## config.mk

```make
export PLATFORM = sky130hd
export DESIGN_NAME = mc_control_fsm_flat
export DESIGN_NICKNAME = d
export VERILOG_FILES = /design/src/rtl/mc_control_fsm_if.sv /design/src/rtl/mc_control_fsm.sv /design/src/flat_wrapper.sv
export SDC_FILE = /design/constraint.sdc
export NUM_CORES = 1
export LEC_CHECK = 0
export ABC_AREA = 1
export CORE_ASPECT_RATIO = 1.2
export CORE_UTILIZATION = 50
export DETAILED_ROUTE_END_ITERATION = 8
export GPL_TIMING_DRIVEN = 0
export PLACE_DENSITY = 0.84
export SETUP_SLACK_MARGIN = 0.2
export SYNTH_ARGS = -nofsm -noshare
export SYNTH_HDL_FRONTEND = slang
export SYNTH_SLANG_ARGS = --single-unit
export TNS_END_PERCENT = 30
```

## constraint.sdc

```tcl
create_clock -name clk -period 2.81 [get_ports clk]
set_input_delay 0.562 -clock clk [delete_from_list [all_inputs] [get_ports clk]]
set_output_delay 0.562 -clock clk [all_outputs]
set_load 0.02 [all_outputs]
```

## src/rtl/mc_control_fsm_if.sv

```systemverilog
// Control bundle between the multicycle MIPS controller and its datapath.
// Opcode and zero flag flow in; enables, selects and debug state flow out.
interface mc_control_fsm_if;
  logic [5:0]  Op;
  logic        Zero;
  logic        PCEn;
  logic [1:0]  PCSel;
  logic        IorD;
  logic        MemRead;
  logic        MemWrite;
  logic        IRWrite;
  logic        RegDst;
  logic        MemtoReg;
  logic        RegWrite;
  logic        ALUSrcA;
  logic [1:0]  ALUSrcB;
  logic [1:0]  ALUOp;
  logic        Illegal;
  logic [3:0]  State;
  logic [31:0] InstrCount;

  modport master (
    input  Op, Zero,
    output PCEn, PCSel, IorD, MemRead, MemWrite,
    output IRWrite, RegDst, MemtoReg, RegWrite,
    output ALUSrcA, ALUSrcB, ALUOp,
    output Illegal, State, InstrCount
  );

  modport slave (
    output Op, Zero,
    input  PCEn, PCSel, IorD, MemRead, MemWrite,
    input  IRWrite, RegDst, MemtoReg, RegWrite,
    input  ALUSrcA, ALUSrcB, ALUOp,
    input  Illegal, State, InstrCount
  );
endinterface

```

## src/rtl/mc_control_fsm.sv

```systemverilog
// Moore control FSM for the multicycle MIPS datapath.
// Sequences fetch/decode/execute/mem/writeback and counts retirements.
module mc_control_fsm #(
  parameter logic [5:0] OP_RTYPE = 6'b000000,
  parameter logic [5:0] OP_LW    = 6'b100011,
  parameter logic [5:0] OP_SW    = 6'b101011,
  parameter logic [5:0] OP_BEQ   = 6'b000100,
  parameter logic [5:0] OP_ADDI  = 6'b001000,
  parameter logic [5:0] OP_J     = 6'b000010
) (
  input  logic          clk,
  input  logic          rst,
  mc_control_fsm_if.master bus
);

  typedef enum logic [3:0] {
    FETCH   = 4'd0,
    DECODE  = 4'd1,
    MEMADR  = 4'd2,
    MEMRD   = 4'd3,
    MEMWB   = 4'd4,
    MEMWR   = 4'd5,
    RTYPEEX = 4'd6,
    RTYPEWB = 4'd7,
    BEQEX   = 4'd8,
    ADDIEX  = 4'd9,
    ADDIWB  = 4'd10,
    JEX     = 4'd11
  } state_t;

  state_t      state_q;
  state_t      state_d;
  state_t      state_o;
  logic        illegal_q;
  logic [31:0] instr_count_q;

  logic is_lw, is_sw, is_r, is_beq, is_addi, is_j;
  logic known_op;
  logic retire;
  logic pc_write;
  logic branch;

  assign is_lw    = bus.Op == OP_LW;
  assign is_sw    = bus.Op == OP_SW;
  assign is_r     = bus.Op == OP_RTYPE;
  assign is_beq   = bus.Op == OP_BEQ;
  assign is_addi  = bus.Op == OP_ADDI;
  assign is_j     = bus.Op == OP_J;
  assign known_op = is_lw | is_sw | is_r
                  | is_beq | is_addi | is_j;

  assign retire = (state_q == MEMWB)
                | (state_q == MEMWR)
                | (state_q == RTYPEWB)
                | (state_q == BEQEX)
                | (state_q == ADDIWB)
                | (state_q == JEX);

  always_ff @(posedge clk) begin
    if (rst) begin
      state_q       <= FETCH;
      illegal_q     <= 1'b0;
      instr_count_q <= '0;
    end else begin
      state_q       <= state_d;
      illegal_q     <= (state_q == DECODE) & ~known_op;
      if (retire)
        instr_count_q <= instr_count_q + 32'd1;
    end
  end

  always_comb begin
    state_d = FETCH;
    case (state_q)
      FETCH:   state_d = DECODE;
      DECODE: begin
        unique case (1'b1)
          is_lw | is_sw: state_d = MEMADR;
          is_r:          state_d = RTYPEEX;
          is_beq:        state_d = BEQEX;
          is_addi:       state_d = ADDIEX;
          is_j:          state_d = JEX;
          default:       state_d = FETCH;
        endcase
      end
      MEMADR: begin
        unique case (1'b1)
          is_lw:   state_d = MEMRD;
          is_sw:   state_d = MEMWR;
          default: state_d = FETCH;
        endcase
      end
      MEMRD:   state_d = MEMWB;
      RTYPEEX: state_d = RTYPEWB;
      ADDIEX:  state_d = ADDIWB;
      default: state_d = FETCH;
    endcase
  end

  // Reset shows FETCH selects; strobes are masked separately below.
  assign state_o = rst ? FETCH : state_q;

  always_comb begin
    pc_write     = 1'b0;
    branch       = 1'b0;
    bus.PCSel    = 2'b00;
    bus.IorD     = 1'b0;
    bus.MemRead  = 1'b0;
    bus.MemWrite = 1'b0;
    bus.IRWrite  = 1'b0;
    bus.RegDst   = 1'b0;
    bus.MemtoReg = 1'b0;
    bus.RegWrite = 1'b0;
    bus.ALUSrcA  = 1'b0;
    bus.ALUSrcB  = 2'b00;
    bus.ALUOp    = 2'b00;
    case (state_o)
      FETCH: begin
        bus.MemRead = 1'b1;
        bus.IRWrite = 1'b1;
        bus.ALUSrcB = 2'b01;
        pc_write    = 1'b1;
      end
      DECODE:  bus.ALUSrcB = 2'b11;
      MEMADR, ADDIEX: begin
        bus.ALUSrcA = 1'b1;
        bus.ALUSrcB = 2'b10;
      end
      MEMRD: begin
        bus.MemRead = 1'b1;
        bus.IorD    = 1'b1;
      end
      MEMWB: begin
        bus.MemtoReg = 1'b1;
        bus.RegWrite = 1'b1;
      end
      MEMWR: begin
        bus.MemWrite = 1'b1;
        bus.IorD     = 1'b1;
      end
      RTYPEEX: begin
        bus.ALUSrcA = 1'b1;
        bus.ALUOp   = 2'b10;
      end
      RTYPEWB: begin
        bus.RegDst   = 1'b1;
        bus.RegWrite = 1'b1;
      end
      BEQEX: begin
        bus.ALUSrcA = 1'b1;
        bus.ALUOp   = 2'b01;
        bus.PCSel   = 2'b01;
        branch      = 1'b1;
      end
      ADDIWB:  bus.RegWrite = 1'b1;
      JEX: begin
        bus.PCSel = 2'b10;
        pc_write  = 1'b1;
      end
      default: ;
    endcase
    if (rst) begin
      bus.MemRead  = 1'b0;
      bus.MemWrite = 1'b0;
      bus.IRWrite  = 1'b0;
      bus.RegWrite = 1'b0;
    end
  end

  assign bus.PCEn = (pc_write | (branch & bus.Zero)) & ~rst;
  assign bus.Illegal    = illegal_q;
  assign bus.State      = state_o;
  assign bus.InstrCount = instr_count_q;

endmodule

```

## src/flat_wrapper.sv

```systemverilog
// flat-port wrapper written by rule: the top's interface ports become plain ports
module mc_control_fsm_flat 
#(
  parameter logic [5:0] OP_RTYPE = 6'b000000,
  parameter logic [5:0] OP_LW    = 6'b100011,
  parameter logic [5:0] OP_SW    = 6'b101011,
  parameter logic [5:0] OP_BEQ   = 6'b000100,
  parameter logic [5:0] OP_ADDI  = 6'b001000,
  parameter logic [5:0] OP_J     = 6'b000010
)
  (clk, rst, bus_Op, bus_Zero, bus_PCEn, bus_PCSel, bus_IorD, bus_MemRead, bus_MemWrite, bus_IRWrite, bus_RegDst, bus_MemtoReg, bus_RegWrite, bus_ALUSrcA, bus_ALUSrcB, bus_ALUOp, bus_Illegal, bus_State, bus_InstrCount);
  mc_control_fsm_if bus_i ();
  input  logic clk;
  input  logic rst;
  input wire logic [$bits(bus_i.Op)-1:0] bus_Op;
  input wire logic [$bits(bus_i.Zero)-1:0] bus_Zero;
  output wire logic [$bits(bus_i.PCEn)-1:0] bus_PCEn;
  output wire logic [$bits(bus_i.PCSel)-1:0] bus_PCSel;
  output wire logic [$bits(bus_i.IorD)-1:0] bus_IorD;
  output wire logic [$bits(bus_i.MemRead)-1:0] bus_MemRead;
  output wire logic [$bits(bus_i.MemWrite)-1:0] bus_MemWrite;
  output wire logic [$bits(bus_i.IRWrite)-1:0] bus_IRWrite;
  output wire logic [$bits(bus_i.RegDst)-1:0] bus_RegDst;
  output wire logic [$bits(bus_i.MemtoReg)-1:0] bus_MemtoReg;
  output wire logic [$bits(bus_i.RegWrite)-1:0] bus_RegWrite;
  output wire logic [$bits(bus_i.ALUSrcA)-1:0] bus_ALUSrcA;
  output wire logic [$bits(bus_i.ALUSrcB)-1:0] bus_ALUSrcB;
  output wire logic [$bits(bus_i.ALUOp)-1:0] bus_ALUOp;
  output wire logic [$bits(bus_i.Illegal)-1:0] bus_Illegal;
  output wire logic [$bits(bus_i.State)-1:0] bus_State;
  output wire logic [$bits(bus_i.InstrCount)-1:0] bus_InstrCount;
  assign bus_i.Op = bus_Op;
  assign bus_i.Zero = bus_Zero;
  assign bus_PCEn = bus_i.PCEn;
  assign bus_PCSel = bus_i.PCSel;
  assign bus_IorD = bus_i.IorD;
  assign bus_MemRead = bus_i.MemRead;
  assign bus_MemWrite = bus_i.MemWrite;
  assign bus_IRWrite = bus_i.IRWrite;
  assign bus_RegDst = bus_i.RegDst;
  assign bus_MemtoReg = bus_i.MemtoReg;
  assign bus_RegWrite = bus_i.RegWrite;
  assign bus_ALUSrcA = bus_i.ALUSrcA;
  assign bus_ALUSrcB = bus_i.ALUSrcB;
  assign bus_ALUOp = bus_i.ALUOp;
  assign bus_Illegal = bus_i.Illegal;
  assign bus_State = bus_i.State;
  assign bus_InstrCount = bus_i.InstrCount;
  mc_control_fsm #(.OP_RTYPE(OP_RTYPE), .OP_LW(OP_LW), .OP_SW(OP_SW), .OP_BEQ(OP_BEQ), .OP_ADDI(OP_ADDI), .OP_J(OP_J)) u_core (.clk(clk), .rst(rst), .bus(bus_i));
endmodule
```

# Word level (Yosys, flattened, before mapping)
# Index checks and enable logic that the tools add are counted.
totals:
  ff_bits: 37
  latch_bits: 0
  ramBits: 0
  rom_bits: 0
  in_bits: 9
  out_inout_bits: 52
  wordCells: 77
  memories: 0
op_classes:
  addsub: 1
  n_mul: 0
  div: 0
  n_lt_le_gt_ge: 0
  n_eq_ne: 27
  n_shift: 0
  muxes: 21
  bitwise_logic: 16
  n_reduce_logical: 9
op_table:
  columns: ["op", "n"]
  rows:
  - ["$add 32x1->32 const B", 1]
  - ["$eq 4x3->1 const B", 8]
  - ["$eq 4x4->1 const B", 8]
  - ["$pmux 4 s6", 1]
  - ["$pmux 4 s5", 1]
  - ["$eq 4x2->1 const B", 4]
  - ["$mux 1", 14]
  - ["$eq 6x6->1 const B", 2]
  - ["$or 1x1->1", 11]
  - ["$eq 4x1->1 const B", 2]
  - ["$logic_not 4->1", 2]
  - ["$pmux 2 s2", 2]
  - ["$reduce_or 2->1", 4]
  - ["$eq 6x2->1 const B", 1]
  - ["$eq 6x3->1 const B", 1]
  - ["$eq 6x4->1 const B", 1]
  - ["$logic_not 6->1", 1]
  - ["$pmux 2 s3", 1]
  - ["$pmux 3 s2", 1]
  - ["$mux 4", 1]
  - ["$reduce_or 4->1", 1]
  - ["$and 1x1->1", 3]
  - ["$reduce_or 3->1", 1]
  - ["$not 1->1", 2]

# Longest topological paths before layout
# Gate-level depths: netlist of the first run.
depth:
  depth_word: 8
  ltp_mapped: 11
  depth_no_buf: 11

# Least setup slack after synthesis of the first run
# OpenSTA, ideal clock, no wires.
synth_path:
  kind: "input port to output port"
  start: "input rst"
  end: "output bus_RegWrite"
  arrival_time_ps: 1898
  required_time_ps: 2248
  slack_ps: 350
  stages: 6
  n_path_buf: 1
  cell_sequence: "clkbuf_1 > nor2_1 > nand2_1 > nor2_1 > nor2_1 > o21ai_0"
synth_via:
  elab_chain_cells: 5
  elab_cells_between_ends: 7
  classes_between: "eq/ne (3); mux (3); reduce/logical (1)"
synth_lines:
  columns: ["element", "line", "rtl"]
  rows:
  - ["start, declared", "flat_wrapper.sv:14", "input logic rst;"]
  - ["$mux 4 (*)", "mc_control_fsm.sv:101", "assign state_o = rst ? FETCH : state_q;"]
  - ["named net bus_State[1]", "flat_wrapper.sv:30", "output wire logic [$bits(bus_i.State)-1:0] bus_State;"]
  - ["$eq 4x3->1 or $eq 4x4->1 (tied branches)", "mc_control_fsm.sv:117", "case (state_o)"]
  - ["$reduce_or 3->1 (no line) (*)", null, null]
  - ["$mux 1 (*)", "mc_control_fsm.sv:117", null]
  - ["$mux 1 (*)", "mc_control_fsm.sv:162", "if (rst) begin"]
  - ["end, declared", "flat_wrapper.sv:25", "output wire logic [$bits(bus_i.RegWrite)-1:0] bus_RegWrite;"]
# Mark *: on every way through the listed nets, which the timed path passes. The rest lies on a longest branch.

# Final worst setup path of the first run
layout_path:
  start: "input rst"
  end: "output bus_PCEn"
layout_via:
  elab_chain_cells: 6
  elab_cells_between_ends: 11
  classes_between: "eq/ne (2); mux (3); bitwise (4); reduce/logical (2)"
layout_lines:
  columns: ["element", "line", "rtl"]
  rows:
  - ["$mux 4", "mc_control_fsm.sv:101", null]
  - ["$eq 4x4->1 or $logic_not 4->1 (tied branches)", "mc_control_fsm.sv:117", null]
  - ["$reduce_or 2->1 (no line) or $mux 1 (tied branches)", null, null]
  - ["$mux 1 or $and 1x1->1 (tied branches)", "mc_control_fsm.sv:117, mc_control_fsm.sv:170", null]
  - ["$or 1x1->1", "mc_control_fsm.sv:170", "assign bus.PCEn = (pc_write | (branch & bus.Zero)) & ~rst;"]
  - ["$and 1x1->1 (*)", "mc_control_fsm.sv:170", null]
  - ["end, declared", "flat_wrapper.sv:17", "output wire logic [$bits(bus_i.PCEn)-1:0] bus_PCEn;"]
# Every way passes the cells marked *; elsewhere a longest branch is shown, timed or not.

==> results of run 1 <==
## registers in the layout (all words and copies together), names as in the netlist
| signal | flops |
|---|---|
| u_core.state_q | 4 |
| u_core.bus.InstrCount | 32 |
| u_core.bus.Illegal | 1 |
## kinds of logic after synthesis
family / synth area share [%]
simple gates: 49.52
fa+ha+maj: 0.5042
compound gates: 8.875
flops: 29.85
xor+xnor: 1.412
buf+inv: 9.834
## what timing repair did
action / 4_1_cts / 5_1_grt
buffers inserted: 0 / 0
hold buffers: 0 / 0
gates resized for setup: 4 / 2
setup endpoints to repair: 7 / 9
gates cloned: 0 / 0
## through the flow
stage          total power [mW]  setup slack (ps)  hold WS (ps)  area [sq um]  utilization [%]
6_report                 0.9970             194.1         493.2          3246            69.62
4_1_cts                   1.006             200.0         495.9          3241            69.51
3_3_place_gp             0.6288            -35.81         476.7          3144            67.45
2_1_floorplan            0.5912             349.7         517.7          2481                -
5_1_grt                   1.035             49.49         520.8          3246            69.62
3_5_place_dp             0.6298            -11.92         475.3          3144            67.45
## synthesized netlist by cell type
library cell	n
nand2_8	1
inv_4	1
and3_1	1
a31oi_1	1
inv_1	49
and2_2	1
xnor2_1	1
nand3_2	3
nor3_2	2
nand3b_1	2
nor3_1	3
buf_6	1
nor2_8	2
buf_2	4
nor2_1	91
nand2_1	117
clkbuf_1	1
nand2_4	1
buf_1	1
nor2_4	3
xor2_1	3
dfxtp_1	37
nand3b_2	1
ha_1	1
buf_4	1
nand3_1	19
nand4_1	9
inv_2	2
o21a_1	2
nor4_1	1
nand3_4	1
nor2_2	4
a21oi_1	24
o21ai_0	11
a211o_1	1
nand2_2	6
o21ai_1	3
## where the power goes
part / leakage [nW] / internal (mW) / total, mW / switching [mW]
clock network: 0.0443 / 0.195 / 0.376 / 0.182
logic: 0.931 / 0.0367 / 0.0903 / 0.0535
registers: 0.298 / 0.527 / 0.531 / 0.00334
total: 1.27 / 0.759 / 0.997 / 0.238
## worst max-delay path by stage
stage,startpoint,to,cells past startpoint,slack [ps]
after detailed placement,rst,bus_ALUSrcA,6,-10
after CTS,u_core.state_q[2],bus_ALUSrcA,9,200
after global placement,rst,bus_ALUSrcA,6,-40
final,rst,bus_PCEn,7,190
after floorplan,rst,bus_RegWrite,6,350
after global routing,u_core.state_q[1],bus_RegWrite,7,50
## layer usage
metal / track usage [%] / vias up / routed length, um
met5: 0 / - / 0
li1: - / 1429 / -
met3: 5.029 / 18 / 357
met2: 44.49 / 84 / 3154
met4: 14.04 / 0 / 217
met1: 30.21 / 1250 / 2759
## area by class of cell
class / count / area (sq um)
plain buffers: 8 / 48.80
clock buffers: 7 / 86.33
fillers: 438 / 1416
inverters: 52 / 197.7
multi-input cells: 315 / 1506
flip-flops and latches: 37 / 740.7
well taps: 58 / 72.57
repair buffers: 59 / 593.1
==> out/results.tsv, run 1 <==
metric	value	unit
IO Count	61	
CP endpoint kind	output port	
First-pass DRT Iterations	4	
Synth Area per Inst	6.022	sq um
clk root buf	clkbuf_8	
maximum VDD drop	211.7	uV
Initial DRC Count	160	
P_leak	1.274	nW
clk sink count	37	
Vias	2781	
crit path max fanout	7	
Fmax	382.3	MHz
clock-pin transition on the worst setup and hold timing paths	70	ps
final count of negative-setup-slack endpoints	0	
CP dominant cell by count	nor2_1	
RR Endpoint	u_core.bus.InstrCount[30]	
Placer Congestion	0.8903	
Reg2Reg Setup Slack	1220	ps
startpoint types	input pin	
first-pass GRT wire length	10.55	mm
number of buffers created by CTS	5	
CP max stage cell	clkdlybuf4s50_1	
largest net degree at the start of global routing	11	
CORE AREA	4662	sq um
vias in the first global route	2520	
top-area cell type share of the netlist area	29.85	%
Final period util	93.09	%
Worst EP required	2250	ps
Final nets	488	
Top delay family on crit path	buffers and inverters	
Rows	27	
synthesis-to-finish area growth	30.81	%
clk_lat worst skew	290	ps
Mapped Cells	412	
Hold Path Class	reg2reg	
layout cells sized above 1	9.414	%
final wirelength	6.489	mm
top cells by area, synth	dfxtp_1 (30%), nand2_1 (18%), nor2_1 (14%)	
Die Area	5249	sq um
R2R Path Start	u_core.bus.InstrCount[0]	
Crit Path Class	in2out	
hold path endpoint	u_core.bus.InstrCount[2]	
Die H	79.17	um
fin cells	536	
min-delay src	u_core.bus.InstrCount[2]	
final setup skew	6.337	ps
RSZ-0062 raised after global routing	true	
initial cell density of the core	53.22	%
wire per inst	12.11	um
CP peak stage delay	590	ps
vias per cell	5.188	
Die X-Extent	66.31	um
synthesized cell area	2481	sq um
GRT Util Overall	26.13	%
CTS tree	done	
Power Density	307.2	nW/um^2
max-cap violations	0	
fin crit period	2616	ps
Hold Crit Depth	1	
placed cell count	529	
H-tree depth	2	
worst slew pin tran	317.7	ps
post-synthesis sequential area ratio	29.85	%
setup_tns	0	ps
Port Buffers	59	
Crit path arrival time	2050	ps
number of antenna diodes	0	
DRT antenna net count	0	
outcome	complete, no violations	
DRC	0	
Yosys cell types	37	
most frequent cells in the layout	nand2_1 (117), nor2_1 (89), clkdlybuf4s50_1 (58)	
Buf/Inv on CP	3	
Mapped Nets	422	
Reg2Reg Depth	9	
count of final hold-check violations	0	
Rel. slew slack	78.80	%
#FFs+latches synth	37	
antenna violations before repair	0	
clock buffer depth	2	
post-synth top area cell	dfxtp_1	
yosys warns	0	
GRT overflow	0	
Post-DP HPWL	5.026	mm
most common cell after layout, fill and taps aside	nand2_1	
sequence of cells on the critical path	clkbuf_2 > nor2_1 > nor2_1 > inv_1 > nor2_1 > a211o_1 > clkdlybuf4s50_1	
max-slew violation count	0	
Note: power is estimated with default switching activity, not from simulation.
==> run 2, diff against run 1 <==
Settings changed: SKIP_CTS_REPAIR_TIMING set to 1.
==> run 2 against run 1 <==
  * Largest power group unchanged
  * Global-route usage is 0.15 points lower
  * Critical path depth stayed put
  * Clock skew is 1.7 ps higher
  * Sequential cell count stayed put
  * Highest routed layer unchanged
  * First-iteration DRC count is 8.1% higher
  * Routed wire length is 0.82% higher
  * Utilization is 0.16 points higher
  * Register-to-register slack hardly changed
  * Clock power hardly changed
==> out/results.tsv, run 2 (same netlist as run 1, synthesis figures left out) <==
metric	value	unit	change
first-pass GRT wire length	10.49	mm	-0.59%
number of buffers created by CTS	5		unchanged
Buf/Inv on CP	2		-1
Power Density	306.9	nW/um^2	about the same
fin crit period	2602	ps	-14.04 ps
fin area	3253	sq um	+0.23%
largest net degree at the start of global routing	11		unchanged
worst slew pin tran	316.5	ps	-1.252 ps
R2R Path Start	u_core.bus.InstrCount[0]		
initial cell density of the core	53.22	%	unchanged
count of final hold-check violations	0		unchanged
Rows	27		unchanged
Fmax	384.3	MHz	+0.54%
Reg2Reg Depth	9		unchanged
Hold Path Class	reg2reg		
RR Endpoint	u_core.bus.InstrCount[30]		
CORE AREA	4662	sq um	unchanged
layout cells sized above 1	9.623	%	+0.21 points
Worst EP required	2250	ps	about the same
clk sink count	37		unchanged
Top delay family on crit path	buffers and inverters		
Final nets	488		unchanged
post-placement cell area	3144	sq um	unchanged
hold path endpoint	u_core.bus.InstrCount[2]		
Reg2Reg Setup Slack	1210	ps	about the same
vias per cell	5.157		-0.61%
final count of negative-setup-slack endpoints	0		unchanged
hold slack final	493.3	ps	+0.09800 ps
clock buffer depth	2		unchanged
synthesis-to-finish area growth	31.11	%	
antenna violations before repair	0		unchanged
DRC	0		unchanged
IO Count	61		unchanged
clk_lat worst skew	290	ps	about the same
CP dominant cell by count	nor2_1		
CP endpoint kind	output port		
Final period util	92.59	%	-0.50 points
maximum VDD drop	211.7	uV	about the same
max FFs per register	32		unchanged
most frequent cells in the layout	nand2_1 (117), nor2_1 (88), clkdlybuf4s50_1 (57)		
Crit path arrival time	2040	ps	about the same
Port Buffers	59		unchanged
Initial DRC Count	173		+8.1%
Rel. slew slack	78.88	%	+0.084 points
crit path max fanout	4		-3
max-cap violations	0		unchanged
DRT antenna net count	0		unchanged
Vias	2764		-0.61%
outcome	complete, no violations		
final setup skew	7.991	ps	+1.654 ps
CP max stage cell	clkdlybuf4s50_1		
wire per inst	12.21	um	+0.82%
max-slew violation count	0		unchanged
Crit Path Class	reg2out		
sequence of cells on the critical path	inv_2 > nor2_1 > nand2_1 > nor2_1 > nor2_1 > o21ai_0 > clkdlybuf4s50_1		
GRT Util Overall	25.98	%	-0.15 points
Hold Crit Depth	1		unchanged
CP peak stage delay	630	ps	+40 ps
number of antenna diodes	0		unchanged
vias in the first global route	2511		-0.36%
Die X-Extent	66.31	um	unchanged
Die H	79.17	um	unchanged
total power	998.5	uW	+0.15%
clk root buf	clkbuf_8		
startpoint types	flip-flop		
H-tree depth	2		unchanged
GRT overflow	0		unchanged
RSZ-0062 raised after global routing	true		
Placer Congestion	0.8903		unchanged
final wirelength	6.542	mm	+0.82%
P_leak	1.286	nW	+0.99%
Die Area	5249	sq um	unchanged
min-delay src	u_core.bus.InstrCount[2]		
Post-DP HPWL	5.026	mm	unchanged
First-pass DRT Iterations	4		unchanged
CTS tree	done		
clock-pin transition on the worst setup and hold timing paths	70	ps	about the same
most common cell after layout, fill and taps aside	nand2_1		
[run 2: worst max path at each step]
stage	from	to	cells after the start
floorplan	rst	bus_RegWrite	6
global placement	rst	bus_ALUSrcA	6
detailed placement	rst	bus_ALUSrcA	6
CTS	rst	bus_ALUSrcA	6
global route	u_core.state_q[1]	bus_RegWrite	7
finish	u_core.state_q[1]	bus_RegWrite	7
[run 2: cell type report]
| type | instances | area (sq um) |
|---|---|---|
| Buffer | 8 | 51.30 |
| Clock buffer | 7 | 86.33 |
| Fill cell | 436 | 1409 |
| Inverter | 52 | 197.7 |
| Multi-Input combinational cell | 315 | 1509 |
| Sequential cell | 37 | 740.7 |
| Tap cell | 58 | 72.57 |
| Timing Repair Buffer | 59 | 595.6 |
[run 2: power breakdown]
| group | switching, mW | total (mW) | internal, mW | leakage, nW |
|---|---|---|---|---|
| Combinational | 0.0536 | 0.0905 | 0.0369 | 0.944 |
| Clock | 0.183 | 0.378 | 0.195 | 0.0443 |
| Sequential | 0.00333 | 0.530 | 0.527 | 0.298 |
| Total | 0.240 | 0.998 | 0.759 | 1.29 |
[run 2: stage by stage]
step | TNS (ps) | std cells | setup WS [ps] | util (%)
6_report | 0 | 536 | 208.2 | 69.78
5_1_grt | 0 | 536 | 31.50 | 69.78
4_1_cts | -52.80 | 536 | -28.37 | 69.30
3_5_place_dp | -19.47 | 529 | -11.92 | 67.45
3_3_place_gp | -56.12 | 529 | -35.81 | 67.45
2_1_floorplan | 0 | 412 | 349.7 | -
[run 2: per-layer routing]
metal	wire (um)	GRT usage, %
met5	0	0
met4	211	14.04
met3	421	5.029
met2	3217	44.18
met1	2692	30.04
